--- src/rtl/usb_tx_encoder.sv ---
// usb_tx_encoder: USB transmit serializer.
// Takes packet bytes over a valid/ready handshake, prepends SYNC, shifts
// each byte out LSB first with bit stuffing and NRZI encoding, and closes
// every packet with EOP (two bit periods of SE0, then one of J).
// Ports:
//   clk, n_rst          clock, asynchronous active-low reset
//   tx_data/valid/last  byte input; accepted when tx_valid && tx_ready
//   tx_ready            holding register can take a byte
//   d_plus, d_minus     registered line outputs (J = 1,0  K = 0,1)
//   tx_busy             packet in progress, SYNC through end of EOP
//   tx_done             one-cycle pulse when EOP completes
//   tx_err              one-cycle pulse on underrun
module usb_tx_encoder #(
  parameter int CLKS_PER_BIT = 8
) (
  input  logic       clk,
  input  logic       n_rst,
  input  logic [7:0] tx_data,
  input  logic       tx_valid,
  input  logic       tx_last,
  output logic       tx_ready,
  output logic       d_plus,
  output logic       d_minus,
  output logic       tx_busy,
  output logic       tx_done,
  output logic       tx_err
);
  localparam int TW = $clog2(CLKS_PER_BIT);
  localparam logic [TW-1:0] BIT_END = TW'(CLKS_PER_BIT - 1);

  typedef enum logic [2:0] {S_IDLE, S_SYNC, S_DATA, S_EOP_SE0, S_EOP_J} state_t;

  state_t          r_state, w_state_n;
  logic [TW-1:0]   r_timer;
  logic [2:0]      r_bitcnt;
  logic [7:0]      r_hold, r_shift;
  logic            r_hold_full, r_hold_last, r_shift_last;
  logic            r_last_acc;     // tx_last byte accepted; block further accepts
  logic [2:0]      r_stuff;
  logic            r_lvl;          // NRZI level, 1 = J
  logic            r_dp, r_dm, r_done, r_err;

  logic            w_bnd, w_ready, w_accept;
  logic [2:0]      w_bit_nxt;
  logic            w_emit_raw, w_raw_bit, w_emit_stuff;
  logic            w_xfer, w_err, w_done, w_se0, w_j, w_bit_inc, w_bit_clr;
  logic            w_lvl_n;

  assign w_bnd     = (r_state != S_IDLE) && (r_timer == BIT_END);
  assign w_ready   = !r_hold_full && !r_last_acc &&
                     (r_state == S_IDLE || r_state == S_SYNC || r_state == S_DATA);
  assign w_accept  = tx_valid && w_ready;
  assign w_bit_nxt = r_bitcnt + 3'd1;
  // a zero, raw or stuffed, toggles the line; a one holds it
  assign w_lvl_n   = (w_emit_stuff || (w_emit_raw && !w_raw_bit)) ? ~r_lvl : r_lvl;

  always_comb begin
    w_state_n    = r_state;
    w_emit_raw   = 1'b0;
    w_raw_bit    = 1'b0;
    w_emit_stuff = 1'b0;
    w_xfer       = 1'b0;
    w_err        = 1'b0;
    w_done       = 1'b0;
    w_se0        = 1'b0;
    w_j          = 1'b0;
    w_bit_inc    = 1'b0;
    w_bit_clr    = 1'b0;
    case (r_state)
      S_IDLE: if (w_accept) begin
        // first SYNC bit (a zero) goes on the line right away
        w_state_n  = S_SYNC;
        w_emit_raw = 1'b1;
        w_bit_clr  = 1'b1;
      end
      S_SYNC: if (w_bnd) begin
        if (r_bitcnt != 3'd7) begin
          w_bit_inc  = 1'b1;
          w_emit_raw = 1'b1;
          w_raw_bit  = (r_bitcnt == 3'd6);
        end else if (r_hold_full) begin
          w_state_n  = S_DATA;
          w_xfer     = 1'b1;
          w_bit_clr  = 1'b1;
          w_emit_raw = 1'b1;
          w_raw_bit  = r_hold[0];
        end else begin
          w_state_n = S_EOP_SE0;
          w_err     = 1'b1;
          w_se0     = 1'b1;
          w_bit_clr = 1'b1;
        end
      end
      S_DATA: if (w_bnd) begin
        // an owed stuff bit goes first, even after bit 7; the shifter holds
        if (r_stuff == 3'd6) begin
          w_emit_stuff = 1'b1;
        end else if (r_bitcnt != 3'd7) begin
          w_bit_inc  = 1'b1;
          w_emit_raw = 1'b1;
          w_raw_bit  = r_shift[w_bit_nxt];
        end else if (r_shift_last) begin
          w_state_n = S_EOP_SE0;
          w_se0     = 1'b1;
          w_bit_clr = 1'b1;
        end else if (r_hold_full) begin
          w_xfer     = 1'b1;
          w_bit_clr  = 1'b1;
          w_emit_raw = 1'b1;
          w_raw_bit  = r_hold[0];
        end else begin
          w_state_n = S_EOP_SE0;
          w_err     = 1'b1;
          w_se0     = 1'b1;
          w_bit_clr = 1'b1;
        end
      end
      S_EOP_SE0: if (w_bnd) begin
        if (r_bitcnt == 3'd1) begin
          w_state_n = S_EOP_J;
          w_j       = 1'b1;
          w_bit_clr = 1'b1;
        end else begin
          w_bit_inc = 1'b1;
        end
      end
      S_EOP_J: if (w_bnd) begin
        w_state_n = S_IDLE;
        w_done    = 1'b1;
      end
      default: w_state_n = S_IDLE;
    endcase
  end

  always_ff @(posedge clk or negedge n_rst) begin
    if (!n_rst) begin
      r_state      <= S_IDLE;
      r_timer      <= '0;
      r_bitcnt     <= '0;
      r_hold       <= '0;
      r_hold_full  <= 1'b0;
      r_hold_last  <= 1'b0;
      r_shift      <= '0;
      r_shift_last <= 1'b0;
      r_last_acc   <= 1'b0;
      r_stuff      <= '0;
      r_lvl        <= 1'b1;
      r_dp         <= 1'b1;
      r_dm         <= 1'b0;
      r_done       <= 1'b0;
      r_err        <= 1'b0;
    end else begin
      r_state <= w_state_n;
      r_done  <= w_done;
      r_err   <= w_err;

      if (r_state == S_IDLE || w_bnd) r_timer <= '0;
      else                            r_timer <= r_timer + 1'b1;

      if (w_bit_clr)      r_bitcnt <= '0;
      else if (w_bit_inc) r_bitcnt <= w_bit_nxt;

      // load wins over the drain so a same-cycle load leaves the register full
      if (w_accept) begin
        r_hold      <= tx_data;
        r_hold_last <= tx_last;
        r_hold_full <= 1'b1;
      end else if (w_xfer || w_err) begin
        r_hold_full <= 1'b0;
      end

      if (w_done)                   r_last_acc <= 1'b0;
      else if (w_accept && tx_last) r_last_acc <= 1'b1;

      if (w_xfer) begin
        r_shift      <= r_hold;
        r_shift_last <= r_hold_last;
      end

      if (w_done || w_emit_stuff) r_stuff <= '0;
      else if (w_emit_raw)        r_stuff <= w_raw_bit ? r_stuff + 3'd1 : 3'd0;

      if (w_emit_raw || w_emit_stuff) begin
        r_lvl <= w_lvl_n;
        r_dp  <= w_lvl_n;
        r_dm  <= ~w_lvl_n;
      end else if (w_se0) begin
        r_dp <= 1'b0;
        r_dm <= 1'b0;
      end else if (w_j) begin
        r_lvl <= 1'b1;
        r_dp  <= 1'b1;
        r_dm  <= 1'b0;
      end
    end
  end

  assign tx_ready = w_ready;
  assign tx_busy  = (r_state != S_IDLE);
  assign d_plus   = r_dp;
  assign d_minus  = r_dm;
  assign tx_done  = r_done;
  assign tx_err   = r_err;
endmodule

--- config.mk ---
export PLATFORM = sky130hd
export DESIGN_NAME = usb_tx_encoder
export DESIGN_NICKNAME = d
export VERILOG_FILES = /design/src/rtl/usb_tx_encoder.sv
export SDC_FILE = /design/constraint.sdc
export NUM_CORES = 1
export LEC_CHECK = 0
export BUFFER_PORTS_ARGS = -buffer_cell sky130_fd_sc_hd__buf_2
export CORE_ASPECT_RATIO = 0.6
export CORE_UTILIZATION = 63
export DETAILED_ROUTE_END_ITERATION = 16
export PLACE_DENSITY = 0.84
export SYNTH_ARGS = -nofsm -noshare
export SYNTH_HDL_FRONTEND = slang
export SYNTH_SLANG_ARGS = --single-unit
--- constraint.sdc ---
create_clock -name clk -period 5.4 [get_ports clk]
set_clock_uncertainty 0.15 [all_clocks]
set_input_delay 0.81 -clock clk [delete_from_list [all_inputs] [get_ports clk]]
set_output_delay 0.81 -clock clk [all_outputs]
set_load 0.05 [all_outputs]
Yosys cells after proc, flatten, opt, wreduce, memory -nomap -nowiden
Cells that the tools add are included.

Output and inout bits: 6. Logic and storage cells: 157. Input port bits: 12. Register bits after elaboration: 37.

Bitwise logic cells: 2. Eq/ne operators: 20. Reductions and logical operators: 26. Order comparisons: 1. Muxes and demuxes: 90. Add/subtract/negate cells: 3.

Operators with widths (number): $mux 1 (64); $mux 3 (17); $ne 2x2->1 const B (9); $pmux 3 s5 (1); $eq 3x3->1 const B (4); $reduce_and 10->1 (1); $reduce_bool 2->1 (5); $add 3x1->3 const B (3); $pmux 1 s2 (4); $logic_or 1x1->1 (7); $eq 3x1->1 const B (2); $eq 3x2->1 const B (2); $logic_and 1x1->1 (6); $ne 3x3->1 const B (2); $pmux 1 s3 (2); $reduce_bool 3->1 (2); $lt 3x4->1 const B (1); $pmux 1 s4 (1); $bmux 1 s3 (1); $logic_not 1->1 (3); $logic_not 3->1 (1); $ne 2x1->1 const B (1); $not 1->1 (2); $reduce_and 2->1 (1).

Longest topological paths before layout
Word-level depth: 13. Depth in mapped cells: 9. Depth with buffers taken out: 8.

Worst setup path after synthesis
OpenSTA, ideal clock, no wires.

Path type: register to register. From: register r_bitcnt[0]. To: register r_dm, in the netlist d_minus. Setup slack: 3.217 ns. Data required time: 5.128 ns. Library setup time: 0.122 ns. Cell stages (with the launch flop): 9. Clock period less this slack: 2.183 ns. Buffers on the path: 1. Arrival time: 1.912 ns. Cell sequence: dfrtp_1 > inv_1 > ha_1 > buf_6 > mux2_4 > o311ai_4 > o22a_4 > xnor2_2 > a32o_1.

Longest elaborated chain between the ends: 13. Elaborated cells on any way between the ends: 36. Classes of those cells: 1 x add/sub; 3 x eq/ne; 26 x mux; 1 x bitwise; 5 x reduce/logical.

RTL lines: start, declared (RTL line 35) `logic [2:0] r_bitcnt;`; start signal, assigned (RTL line 161) `else if (w_bit_inc) r_bitcnt <= w_bit_nxt;`; $add 3x1->3 (RTL line 53) `assign w_bit_nxt = r_bitcnt + 3'd1;`; $bmux 1 s3 (RTL line 101) `w_raw_bit = r_shift[w_bit_nxt];`; $mux 1 (implied by the code) (RTL line 101); $mux 1 (RTL line 98) `end else if (r_bitcnt != 3'd7) begin`; $mux 1 (RTL line 96) `if (r_stuff == 3'd6) begin`; $mux 1 (RTL line 94) `S_DATA: if (w_bnd) begin`; $pmux 1 s2 (RTL line 69) `case (r_state)`; $logic_not 1->1 (RTL line 55) `assign w_lvl_n = (w_emit_stuff || (w_emit_raw && !w_raw_bit)) ? ~r_lvl : r_lvl;`; $logic_and 1x1->1 (RTL line 55); $logic_or 1x1->1 (RTL line 55); $mux 1 (RTL line 55); $not 1->1 (RTL line 186) `r_dm <= ~w_lvl_n;`; $mux 1 (RTL line 183) `if (w_emit_raw || w_emit_stuff) begin`; end signal, assigned (RTL line 186); end, declared (RTL line 41) `logic r_dp, r_dm, r_done, r_err;`.

Several ways; a longest one is shown, not always the timed one. The select of a mux whose other input is x is not followed. A chain may end at the register's enable or synchronous reset.

Worst setup path in the final report
From: register r_state[1]. To: output tx_ready.

Longest elaborated chain between the ends: 4. Elaborated cells on any way between the ends: 6. Classes of those cells: 2 x eq/ne; 4 x reduce/logical.

RTL lines: start, declared (RTL line 33) `state_t r_state, w_state_n;`; start signal, assigned (RTL line 153) `r_state <= w_state_n;`; $eq 3x1->1 or $logic_not 3->1 (tied branches) (RTL line 51) `(r_state == S_IDLE || r_state == S_SYNC || r_state == S_DATA);`; $logic_or 1x1->1 (RTL line 51); $logic_or 1x1->1 (*) (RTL line 51); $logic_and 1x1->1 (*) (RTL line 50) `assign w_ready = !r_hold_full && !r_last_acc &&`; end, declared (RTL line 21) `output logic tx_ready,`.

Mark *: on every way between the ends. The rest lies on a longest branch, timed or not.

==> results.md <==
Synthesis:
- The sequential area share after synthesis is 47.5%.
- The netlist area before placement is 0.00196 sq mm.
- The post-synthesis net count is ~200.
- The portion of synthesized cell area occupied by the leading cell type is about 45%.
- The cell count after synthesis is 177.
- By area the synthesized netlist is led by sky130_fd_sc_hd__dfrtp_1, sky130_fd_sc_hd__mux2_2, sky130_fd_sc_hd__ha_1.
- The top flip-flop cell by instance count after synthesis is sky130_fd_sc_hd__dfrtp_1.
- Yosys mapped a number of flops with a built-in enable equal to 0.
- Averaged over all synthesized cells, the footprint is 11.0 sq um.
- The cell accounting for the most synthesized area is sky130_fd_sc_hd__dfrtp_1.
- The register bit count reported by yosys is 37.
- For this run, asynchronously set or reset flops after synthesis account for 100%.
- The number of warnings printed during yosys synthesis is 0.
- The number of library cell types mapped by synthesis is 50.

Global routing:
- The overall overflow remaining after global route is 0.
- The overall track demand over capacity in global routing is 27.3%.
- The global-route wire length before repair is 6400 microns.
- The via count of the first global-routing pass is 1,311.
- The number of antenna violations at the first check in global routing is 0.
- Entering global routing, the biggest net connects 38 pins.

Timing:
- Subtracting the final worst setup slack from the clock period gives 2.52 ns.
- The tightest slew margin relative to the limit is between 40% and 50%.
- The transition at the pin with the smallest max-transition slack is 0.824 ns.
- The number of pins with negative max-slew slack in the final report was 0.
- Setup repair after global routing left no endpoint under its margin.
- The total setup violations reported at the end of the flow is 0.
- The number of hold violations in the final report is 0.
- Timing would allow up to 397 MHz.
- The worst path uses around 47% of the clock period.
- The final critical-path setup slack is 2.88 ns.
- Adding up every negative setup slack in the final design gives 0 ns.

Job:
- Max-cap violations in this run came to 0.

Place:
- Port buffering added 17 buffers.
- Prior to clock tree synthesis, the placed netlist has a worst setup slack of 3.01 ns.
- Detailed placement ended at an HPWL of ~2900 microns.
- The number of cells in the design after placement is between 200 and 250.
- The weighted congestion at the end of routability-driven global placement is 0.972.

Clock tree:
- The CTS tree is yes.
- Buffers inserted to repair hold after CTS numbered 0.
- The deepest level of the CTS H-tree is 2.
- The number of sinks handled by clock tree synthesis is 37.
- In this run, CTS created clock tree buffers numbering 5.
- Counting along the longest clock path gives a buffer depth of 2.
- Post-CTS timing repair inserted 0 buffers for setup.
- The clock root buffer master is sky130_fd_sc_hd__clkbuf_8.
- The clock transition at the register clock pins on the worst setup and hold paths after CTS is 0.07 ns.
- The post-cts repair resize count is 0.
- Clock latency on the worst-skew pair, taken at its later pin, is 0.29 ns.

Power and ir drop:
- For this design the static power due to leakage is 1.09 nW.
- After layout, the design draws a total of 0.524 mW.
- The worst-case IR drop observed on VDD is 190 uV.
- The power per cell area is 242 mW/mm^2.

Setup path:
- The worst setup path is launched from a register.
- The worst setup path is of the register to output port kind.
- Measured in cells, the most critical reg-to-reg path has a length of 7.
- Grouping stages by cell kind, the critical path spends the most delay in flip-flops.
- The worst setup path is captured at an output port.
- At the worst endpoint, the arrival time is 1.56 ns.
- The number of buffer and inverter stages on the critical path is 1.
- The logic depth of the worst path, buffers included is 3.
- In this design, the stage delay of the slowest critical-path cell is 0.62 ns.
- Of all nets on the critical path, the largest fanout is 14.
- The endpoint required time on the critical path is 4.44 ns.
- Traced cell by cell, the critical path runs through nand2_1, and3_1, buf_2.
- The slowest cell on the critical path is sky130_fd_sc_hd__dfrtp_1.

Floorplan:
- After floorplanning, the core was divided into 15 placement rows.
- The number of placed I/O pins is 18.
- The area of the core is 0.00291 sq mm.
- The floorplan step set the die height to 45.2 microns.
- The die outline width is 73.9 microns.
- The initial cell density of the core is 67.2%.
- The die covers about 0.0033 sq mm.

Cells and area:
- The number of antenna diodes in the final layout is 0.
- From synthesis to final layout, the design area changed by 10.7%.
- The final standard cell count with taps included and fillers excluded is 239.
- Cells with a size suffix above 1 make up 27.9% of the layout.
- The number of nets in the finished design is 216.

Hold path:
- Along the worst hold path, the cell count comes to 1.
- The class of the worst hold path is register to register.

Route:
- After detailed routing, the number of remaining DRC violations is 0.
- Summing over every cut layer, the via total after detailed routing is 1,415.
- In the routed layout, each cell is associated on average with a via count of 5.92.
- The first routing iteration left 79 violations.
- Before antenna repair, the detailed router went through 4 iterations.
- After detailed routing, the total wire length is 3910 microns.
- The detail route stage leaves a number of antenna-violating nets equal to 0.
- In the final routed layout, each cell accounts on average for ~16 microns.

Outcome:
- The flow ran to the end, and the final reports show no timing, DRC or antenna violations.
-- cell type report --
| cell class | instances | area (sq um) |
|---|---|---|
| Clock buffer | 6 | 72.6 |
| Timing Repair Buffer | 17 | 85.1 |
| Sequential cell | 37 | 928 |
| Clock inverter | 2 | 38.8 |
| Tap cell | 42 | 52.6 |
| Inverter | 7 | 26.3 |
| Multi-Input combinational cell | 128 | 962 |
| Fill cell | 203 | 743 |
-- cell usage after synthesis, types with 3 or more instances --
cell type,number
sky130_fd_sc_hd__a21oi_1,7
sky130_fd_sc_hd__and2_1,3
sky130_fd_sc_hd__dfrtp_1,35
sky130_fd_sc_hd__ha_1,8
sky130_fd_sc_hd__inv_1,7
sky130_fd_sc_hd__mux2_2,16
sky130_fd_sc_hd__mux2i_1,4
sky130_fd_sc_hd__nand2_1,16
sky130_fd_sc_hd__nand2b_1,5
sky130_fd_sc_hd__nand3_1,5
sky130_fd_sc_hd__nor2_1,14
sky130_fd_sc_hd__o21ai_0,6
sky130_fd_sc_hd__o21ai_1,3
-- logic make-up after synthesis --
family / count (synthesis) / share of synthesized area [%]
simple gates: 62 / 17.0
mux: 23 / 13.2
fa+ha+maj: 8 / 5.12
flops: 37 / 47.5
buf+inv: 12 / 3.33
xor+xnor: 3 / 1.73
compound gates: 32 / 12.2
-- layer usage --
metal / GRT usage, % / vias to the layer above / wire [microns]
li1: - / 668 / -
met5: 0 / - / 0
met2: 40.5 / 57 / 1740
met1: 39.7 / 683 / 1820
met3: 7.59 / 7 / 298
met4: 7.31 / 0 / 42
-- stage by stage --
stage / hold slack, ns / util [%] / cell area, sq um
after global placement: 0.279 / 70.6 / 2050
after global routing: 0.313 / 74.5 / 2170
after detailed placement: 0.288 / 70.6 / 2050
after CTS: 0.298 / 74.5 / 2170
final: 0.300 / 74.5 / 2170
after floorplan: 0.265 / - / 1960
-- worst paths after layout --
| check | start | to | slack [ns] |
|---|---|---|---|
| min in group asynchronous | n_rst | r_bitcnt[0] | 0.46 |
| max | r_state[1] | tx_ready | 2.88 |
| max reg2reg | r_bitcnt[0] | d_minus | 2.97 |
| min | r_timer[0] | r_timer[0] | 0.30 |
| min reg2reg | r_timer[0] | r_timer[0] | 0.30 |
| max in group asynchronous | n_rst | r_shift[6] | 4.12 |
-- sequential cells by signal (all words and copies together), names as in the netlist --
| signal | count |
|---|---|
| r_hold_full | 1 |
| d_plus | 1 |
| d_minus | 1 |
| r_lvl | 1 |
| r_state | 3 |
| r_hold | 8 |
| r_stuff | 3 |
| r_shift | 8 |
| r_shift_last | 1 |
| r_last_acc | 1 |
| tx_err | 1 |
| r_bitcnt | 3 |
| r_timer | 3 |
| r_hold_last | 1 |
| tx_done | 1 |
-- report_power, final --
group	switching [mW]	internal, mW	leakage [nW]	total (mW)
clock	0.0993	0.139	0.0554	0.238
combinational	0.00650	0.00287	0.540	0.00937
sequential	0	0.277	0.494	0.277
total	0.106	0.418	1.09	0.524
-- layout by cell type (no fill, tap or decap), drive strengths merged, types with 6 or more instances in the layout --
master,netlist,final
mux2,19,19
o21ai,10,10
nand2,17,17
inv,7,7
ha,8,8
buf,4,17
nor2,15,15
dfrtp,35,35
clkbuf,1,6
a21oi,7,7
Power figures use the tool's default switching activity.
